[src/rtl/fetch_align.sv]
// Instruction fetch-alignment stage: fetches words from the I-cache, queues
// halfwords and hands one RV32IC instruction per cycle to the decoder.
module fetch_align #(
    parameter logic [31:0] RESET_PC = 32'h00000060
) (
    input  logic        clk,
    input  logic        rst,
    output logic [31:0] imem_address,
    output logic        imem_read,
    input  logic [31:0] imem_rdata,
    input  logic        imem_resp,
    input  logic        redirect,
    input  logic [31:0] redirect_pc,
    input  logic        ready,
    output logic        valid,
    output logic [31:0] ir,
    output logic [31:0] pc,
    output logic        is_compressed
);
    typedef enum logic [1:0] {IDLE, REQ, DROP} state_t;
    localparam logic [31:0] RESET_FETCH = {RESET_PC[31:2], 2'b00};

    state_t           state, state_next;
    logic [3:0][15:0] hb, hb_next;
    logic [2:0]       hw_cnt, cnt_next, base;
    logic [31:0]      head_pc, fetch_addr, drop_addr;
    logic             skip_low;

    logic       head_c, avail, consume, append;
    logic [1:0] cons_n, app_n;

    assign head_c        = hb[0][1:0] != 2'b11;
    assign avail         = head_c ? (hw_cnt >= 3'd1) : (hw_cnt >= 3'd2);
    assign valid         = avail && !rst && !redirect;
    assign is_compressed = avail && !rst && head_c;
    assign ir            = (!avail || rst) ? 32'h0 : (head_c ? {16'h0, hb[0]} : {hb[1], hb[0]});
    assign pc            = rst ? RESET_PC : head_pc;
    assign imem_read     = !rst && (state != IDLE);
    // A dropped request must keep presenting the address it was issued with.
    assign imem_address  = rst ? RESET_FETCH : ((state == DROP) ? drop_addr : fetch_addr);

    assign consume  = valid && ready;
    assign cons_n   = !consume ? 2'd0 : (head_c ? 2'd1 : 2'd2);
    assign append   = (state == REQ) && imem_resp && !redirect;
    assign app_n    = !append ? 2'd0 : (skip_low ? 2'd1 : 2'd2);
    assign base     = hw_cnt - {1'b0, cons_n};
    assign cnt_next = base + {1'b0, app_n};

    // Shift out consumed halfwords, then drop new ones in behind the survivors.
    always_comb begin
        hb_next = hb;
        case (cons_n)
            2'd1:    hb_next = {16'h0, hb[3:1]};
            2'd2:    hb_next = {32'h0, hb[3:2]};
            default: ;
        endcase
        for (int i = 0; i < 4; i++) begin
            if (app_n != 2'd0 && 3'(i) == base)
                hb_next[i[1:0]] = skip_low ? imem_rdata[31:16] : imem_rdata[15:0];
            if (app_n == 2'd2 && 3'(i) == base + 3'd1)
                hb_next[i[1:0]] = imem_rdata[31:16];
        end
    end

    always_comb begin
        state_next = state;
        case (state)
            IDLE:    if (hw_cnt <= 3'd2) state_next = REQ;
            REQ:     if (imem_resp) state_next = (cnt_next <= 3'd2) ? REQ : IDLE;
            DROP:    if (imem_resp) state_next = REQ;
            default: state_next = IDLE;
        endcase
        // An in-flight read with no response yet must be absorbed before refetching.
        if (redirect)
            state_next = (state == IDLE || imem_resp) ? REQ : DROP;
    end

    always_ff @(posedge clk) begin
        if (rst) state <= REQ;
        else     state <= state_next;
    end

    always_ff @(posedge clk) begin
        if (rst) begin
            hb         <= '0;
            hw_cnt     <= 3'd0;
            head_pc    <= RESET_PC;
            fetch_addr <= RESET_FETCH;
            drop_addr  <= RESET_FETCH;
            skip_low   <= RESET_PC[1];
        end else if (redirect) begin
            hw_cnt     <= 3'd0;
            head_pc    <= redirect_pc & ~32'd1;
            fetch_addr <= redirect_pc & ~32'd3;
            skip_low   <= redirect_pc[1];
            if (state == REQ) drop_addr <= fetch_addr;
        end else begin
            hb     <= hb_next;
            hw_cnt <= cnt_next;
            if (consume) head_pc <= head_pc + {29'd0, cons_n, 1'b0};
            if (append) begin
                fetch_addr <= fetch_addr + 32'd4;
                skip_low   <= 1'b0;
            end
        end
    end
endmodule

[config.mk]
export PLATFORM = sky130hd
export DESIGN_NAME = fetch_align
export DESIGN_NICKNAME = d
export VERILOG_FILES = /design/src/rtl/fetch_align.sv
export SDC_FILE = /design/constraint.sdc
export NUM_CORES = 1
export LEC_CHECK = 0
export CORE_AREA = 2 2 145 147
export DETAILED_ROUTE_END_ITERATION = 10
export DIE_AREA = 0 0 147 149
export PLACE_DENSITY_LB_ADDON = 0.12
export SYNTH_ARGS = -nofsm -noshare
export SYNTH_HDL_FRONTEND = slang
export SYNTH_SLANG_ARGS = --single-unit
[constraint.sdc]
create_clock -name clk -period 4.7 [get_ports clk]
set_clock_uncertainty 0.05 [all_clocks]
set_input_delay 0.94 -clock clk [delete_from_list [all_inputs] [get_ports clk]]
set_output_delay 0.94 -clock clk [all_outputs]
set_load 0.005 [all_outputs]
-- Word level (Yosys, flattened, before mapping)
Index checks and enable logic that the tools add are counted.
- word-level logic and storage cells: 108
- output and inout bits: 99
- bits in registers: 166
- input bits: 69
- equal/unequal tests: 15
- $lt $le $gt $ge: 4
- bitwise gates (word level): 1
- add/subtract/negate cells: 5
- multiplexer cells: 33
- reduce and logical (&&, ||, !) cells: 38
- operators by type and width (operator ; count):
    $mux 32 ; 9
    $mux 16 ; 9
    $pmux 64 s2 ; 1
    $add 32x3->32 ; 1
    $add 32x3->32 const B ; 1
    $mux 2 ; 9
    $reduce_bool 4->1 ; 4
    $logic_and 1x1->1 ; 15
    $eq 2x3->1 const A ; 4
    $reduce_and 2->1 ; 5
    $ne 3x3->1 const B ; 3
    $reduce_bool 2->1 ; 4
    $eq 1x3->1 const A ; 2
    $eq 2x2->1 const B ; 3
    $le 3x2->1 const B ; 2
    $logic_not 3->1 ; 2
    $pmux 2 s3 ; 1
    $eq 2x1->1 const B ; 2
    $mux 1 ; 4
    $add 3x1->3 const B ; 1
    $add 3x2->3 ; 1
    $ge 3x1->1 const B ; 1
    $ge 3x2->1 const B ; 1
    $logic_not 1->1 ; 3
    other kinds (7) ; 8

-- Longest topological paths before layout
Gate-level depths: netlist (run 1).
- word-level depth: 13
- depth in mapped cells: 17
- gate-level depth less buffers: 14

-- Worst setup path after synthesis (run 1)
No wires, ideal clock.
- kind: input -> register
- start: input port rst
- end: register hb[32] in the netlist's numbering
- stages: 15
- data required time: 4.558 ns
- setup time: 0.092 ns
- data arrival time: 4.358 ns
- setup slack: 0.200 ns
- path through: clkbuf_1 > nor4_4 > buf_2 > inv_1 > fa_1 > xnor2_2 > inv_1 > ha_1 > nand2b_1 > or4_1 > buf_2 > a21oi_1 > nor2_1 > buf_6 > o32ai_1
- word-level cells in the longest chain between the ends: 11
- ends and longest elaborated chain (item ; RTL line ; RTL):
    from (decl) ; 7 ; input logic rst,
    $logic_not 1->1 ; 34 ; assign valid = avail && !rst && !redirect;
    $logic_and 1x1->1 (2 in a row) ; 34 ;
    $logic_and 1x1->1 ; 42 ; assign consume = valid && ready;
    $mux 2 ; 43 ; assign cons_n = !consume ? 2'd0 : (head_c ? 2'd1 : 2'd2);
    $sub 3x2->3 ; 46 ; assign base = hw_cnt - {1'b0, cons_n};
    $add 3x1->3 ; 60 ; if (app_n == 2'd2 && 3'(i) == base + 3'd1)
    $eq 2x3->1 ; 60 ;
    $logic_and 1x1->1 ; 60 ;
    $reduce_bool 4->1 (no source line) ; - ;
    $reduce_and 2->1 (no source line) ; - ;
    to (signal assigned) ; 98 ; hb <= hb_next;
    to (decl) ; 24 ; logic [3:0][15:0] hb, hb_next;
Several ways; a longest one is shown, not always the timed one. The select of a mux whose other input is x is not followed.
A chain may end at the register's enable or synchronous reset.

-- Worst setup path after layout (run 1)
- start: input port ready
- end: register hb[32] in the netlist's numbering
- word-level cells in the longest chain between the ends: 8
- ends and longest elaborated chain (item ; RTL line ; RTL):
    from (decl) ; 14 ; input logic ready,
    $logic_and 1x1->1 (*) ; 42 ;
    $mux 2 (*) ; 43 ;
    $sub 3x2->3 ; 46 ;
    $add 3x1->3 ; 60 ;
    $eq 2x3->1 ; 60 ;
    $logic_and 1x1->1 ; 60 ;
    $reduce_bool 4->1 (no source line) ; - ;
    $reduce_and 2->1 (no source line) ; - ;
Mark *: on every way between the ends. The rest lies on a longest branch, timed or not. The select of a mux whose other input is x is not followed.

==> run_results.csv, run 1 <==
group,metric,value,unit
status,run_status,"completed",
synth,synth_seq_cells,161,
route,wl_met2,14.0,mm
clocking,cts_root_buf,"clkbuf_16",
clocking,cts_setup_buffers,0,
synth,avgSynthCellArea,7.78,um2
pwr,p_per_area,293,nW/um2
setup_path,end_kind,"register",
route,dr.pass1.iters,5,
setup_path,path_cells,"clkdlybuf4s50_1 -> o311ai_1 -> a21oi_1 -> ha_1 -> inv_1 -> fa_1 -> nand2b_1 -> inv_1 -> ha_1 -> nand2b_1 -> or4_1 -> buf_4 -> nand3_1 -> buf_12 -> o32ai_1",
clocking,cts_tree,"done",
hold_path,hold_end,"drop_addr[13]",
setup_path,regToRegSetupSlack,0.89,ns
route,top_layer_used,"met4",
setup_path,reg2reg_from,"hw_cnt[0]",
synth,syn_area,9430,um2
clocking,ctsResizeCount,0,
floorplan,row_count,53,
floorplan,start_util,45.9,%
timing,period_share,85.4,%
synth,ys_async_sr_fraction,0,%
setup_path,worst_path_dominant_cell_family,"buffers and inverters",
synth,yosys_warnings,0,
final_layout,drive_above_1_share,8.81,%
placed_design,dp_hpwl,18.6,mm
floorplan,die_h,149,um
route,wl_met3,1.40,mm
timing,fmax,0.249,GHz
route,vias_per_cell,5.55,
floorplan,die-area,21900,um2
pwr,vdd_drop_max,0.000255,V
synth,synth-edff-count,0,
setup_path,start_kind,"primary input",
synth,ys_types,58,
pwr,power_leakage,0.00428,uW
run,maxCapViolCount,0,
timing,maxSlewViolCount,0,
setup_path,cpMaxStageDelayCell,"clkdlybuf4s50_1",
route,vias,9032,
route,wl,28.1,mm
final_layout,fin_nets,1415,
global_route,grt_antenna_before_repair,0,
synth,yosys_most_used_dff,"dfxtp_1",
route,drt-initial-drc-count,479,
clocking,cts.clk_slew.worst_paths,0.07,ns
synth,synthCells,1212,
synth,synth-seq-area-share,34.2,%
timing,tns,0,ns
setup_path,worstPathMaxFanout,17,
setup_path,worstPathBufferInverterCount,5,
global_route,grt_pass1_vias,8787,
timing,worst_pin_slew,0.965,ns
placed_design,dp.cells,1593,
global_route,grt_start_max_net_pins,186,
setup_path,r2r-end,"hb[32]",
setup_path,cp_data_arrival_time,4.27,ns
clocking,clkSinkCount,161,
final_layout,stdcell_count,1626,
timing,setup_viol,0,
setup_path,slowest_delay,0.50,ns
route,wl_met1,12.0,mm
floorplan,core_area,20600,um2
global_route,grt_remaining_overflow,0,
timing,rsz0062_at_grt,"no",
floorplan,die_x,147,um
setup_path,critPathKind,"primary input to register",
route,wl_per_cell,17.3,um
floorplan,io_pins,168,
hold_path,hold-path-cell-count,2,
global_route,grt.total_usage,25.9,%
clocking,cts.path.max_buffers,2,
route,drc,0,
timing,min_period,4.01,ns
hold_path,hold_start,"drop_addr[13]",
clocking,cts-htree-levels,4,
placed_design,io_buffers,163,
hold_path,hold_path_class,"register to register",
final_layout,area_growth,27.0,%
clocking,cts_made_buffers,17,
timing,maxSlewHeadroom,35.6,%
setup_path,rr_worst_depth,15,
clocking,holdBufCountCts,0,
setup_path,required,4.95,ns
timing,worst_slack,0.687,ns
placed_design,finalWeightedCongestion,0.882,
clocking,insertion_delay,0.43,ns
timing,finalHoldViolCount,0,
route,ant_nets,0,
global_route,grt_pass1_wl,45.6,mm
placed_design,pre_cts_slack,0.227,ns
[state kept, by name, indices dropped and copies added, names as in the netlist]
signal and count:
drop_addr 30, fetch_addr 30, state 2, skip_low 1, head_pc 31, hw_cnt 3, hb 64
[area by class of cell]
class	count	area, um2
antenna	1	2.50
clock buffer	20	447
clock inverter	12	181
fill	1946	8580
inverter	50	188
multi-input combinational	904	5620
sequential	161	3220
tap	275	344
timing repair buffer	203	1970
[worst max path at each step]
stage / start / endpoint / slack (ns) / cells past startpoint
floorplan: rst / hb[32] / 0.20 / 15
global placement: ready / hb[41] / 0.26 / 15
detailed placement: ready / hb[39] / 0.23 / 15
CTS: ready / hb[32] / 0.67 / 15
global route: ready / hb[32] / 0.49 / 15
finish: ready / hb[32] / 0.69 / 15
[worst register-to-register path: stages (launching register included)]
cell and delay [ns]:
dfxtp_1 0.38, a21boi_0 0.40, o311ai_1 0.17, a21oi_1 0.25, ha_1 0.19, inv_1 0.05
fa_1 0.46, nand2b_1 0.14, inv_1 0.06, ha_1 0.26, nand2b_1 0.07, or4_1 0.47
buf_4 0.23, nand3_1 0.25, buf_12 0.19, o32ai_1 0.09
[synth_stat cells (3+ instances only)]
cell type | count | area (um2)
nor4_1 | 7 | 43.8
inv_1 | 50 | 188
and3_1 | 11 | 68.8
a2111oi_2 | 16 | 240
xnor2_1 | 15 | 131
buf_2 | 14 | 70.1
nor2_1 | 102 | 383
o32ai_1 | 16 | 140
a211oi_1 | 22 | 165
fa_1 | 3 | 60.1
nand3_1 | 25 | 125
buf_1 | 12 | 45.0
and4_1 | 8 | 70.1
or4_1 | 3 | 22.5
clkbuf_1 | 65 | 244
xor2_1 | 41 | 359
nor2b_1 | 29 | 181
mux2_2 | 16 | 180
nand4_1 | 26 | 163
nand3b_1 | 6 | 45.0
or3_1 | 3 | 18.8
mux2i_1 | 36 | 360
and2_1 | 40 | 250
nor3_1 | 22 | 110
o21ai_0 | 53 | 265
o21bai_1 | 3 | 22.5
a21boi_0 | 43 | 323
a21oi_1 | 162 | 811
o21a_1 | 3 | 22.5
buf_4 | 6 | 45.0
nand2_1 | 137 | 514
ha_1 | 6 | 75.1
a22o_1 | 16 | 140
dfxtp_1 | 161 | 3220
nand2b_1 | 8 | 50.1
[cell usage in the layout, fill, tap and decap left out, types with 8 or more instances in the layout]
cell type	instances
a21oi_1	162
dfxtp_1	161
clkdlybuf4s50_1	161
nand2_1	137
nor2_1	102
o21ai_0	53
inv_1	50
a21boi_0	43
xor2_1	41
and2_1	40
buf_4	37
mux2i_1	36
nor2b_1	28
nand4_1	26
nand3_1	25
a211oi_1	22
nor3_1	21
clkbuf_16	17
o32ai_1	16
a22o_1	16
a2111oi_2	16
mux2_2	16
xnor2_1	15
and3_1	11
nand2b_1	8
and4_1	8
[through the flow]
stage | utilization, % | total power (uW) | hold slack (ns) | cell area, um2
2_1_floorplan | - | 1820 | 0.387 | 9440
3_3_place_gp | 55.2 | 2040 | 0.392 | 11300
3_5_place_dp | 55.2 | 2050 | 0.397 | 11300
4_1_cts | 58.2 | 3530 | 0.408 | 12000
5_1_grt | 58.2 | 3650 | 0.425 | 12000
6_report | 58.2 | 3510 | 0.405 | 12000
[layer usage]
layer | up-vias | GRT usage, %
met1 | 4247 | 32.1
li1 | 4469 | -
met4 | 0 | 9.47
met5 | - | 0
met2 | 274 | 45.7
met3 | 42 | 4.01
[cell families (layout without fill, tap and decap cells)]
| kind of cell | count (synthesis) | after routing | synth area share, % |
|---|---|---|---|
| compound gates | 344 | 344 | 23.5 |
| xor+xnor | 57 | 57 | 5.37 |
| fa+ha+maj | 9 | 9 | 1.43 |
| buf+inv | 149 | 285 | 6.52 |
| flops | 161 | 161 | 34.2 |
| mux | 52 | 52 | 5.73 |
| other cells | 1 | 4 | 0.0398 |
| simple gates | 439 | 439 | 23.3 |
[power breakdown]
| part | internal, uW | switching (uW) | leakage [uW] | total [uW] |
|---|---|---|---|---|
| Combinational | 239 | 255 | 0.00266 | 494 |
| Sequential | 1440 | 80.4 | 0.00132 | 1520 |
| Clock | 906 | 590 | 0.000293 | 1500 |
(Power assumes the default switching activity.)
==> inputs of run 2 (changes only) <==
--- a/config.mk
+++ b/config.mk
@@ -5,6 +5,7 @@
 export SDC_FILE = /design/constraint.sdc
 export NUM_CORES = 1
 export LEC_CHECK = 0
+export ABC_AREA = 0
 export CORE_AREA = 2 2 145 147
 export DETAILED_ROUTE_END_ITERATION = 10
 export DIE_AREA = 0 0 147 149
==> results of run 2 <==
The final DEF is identical to that of run 1; final timing and power are the same.
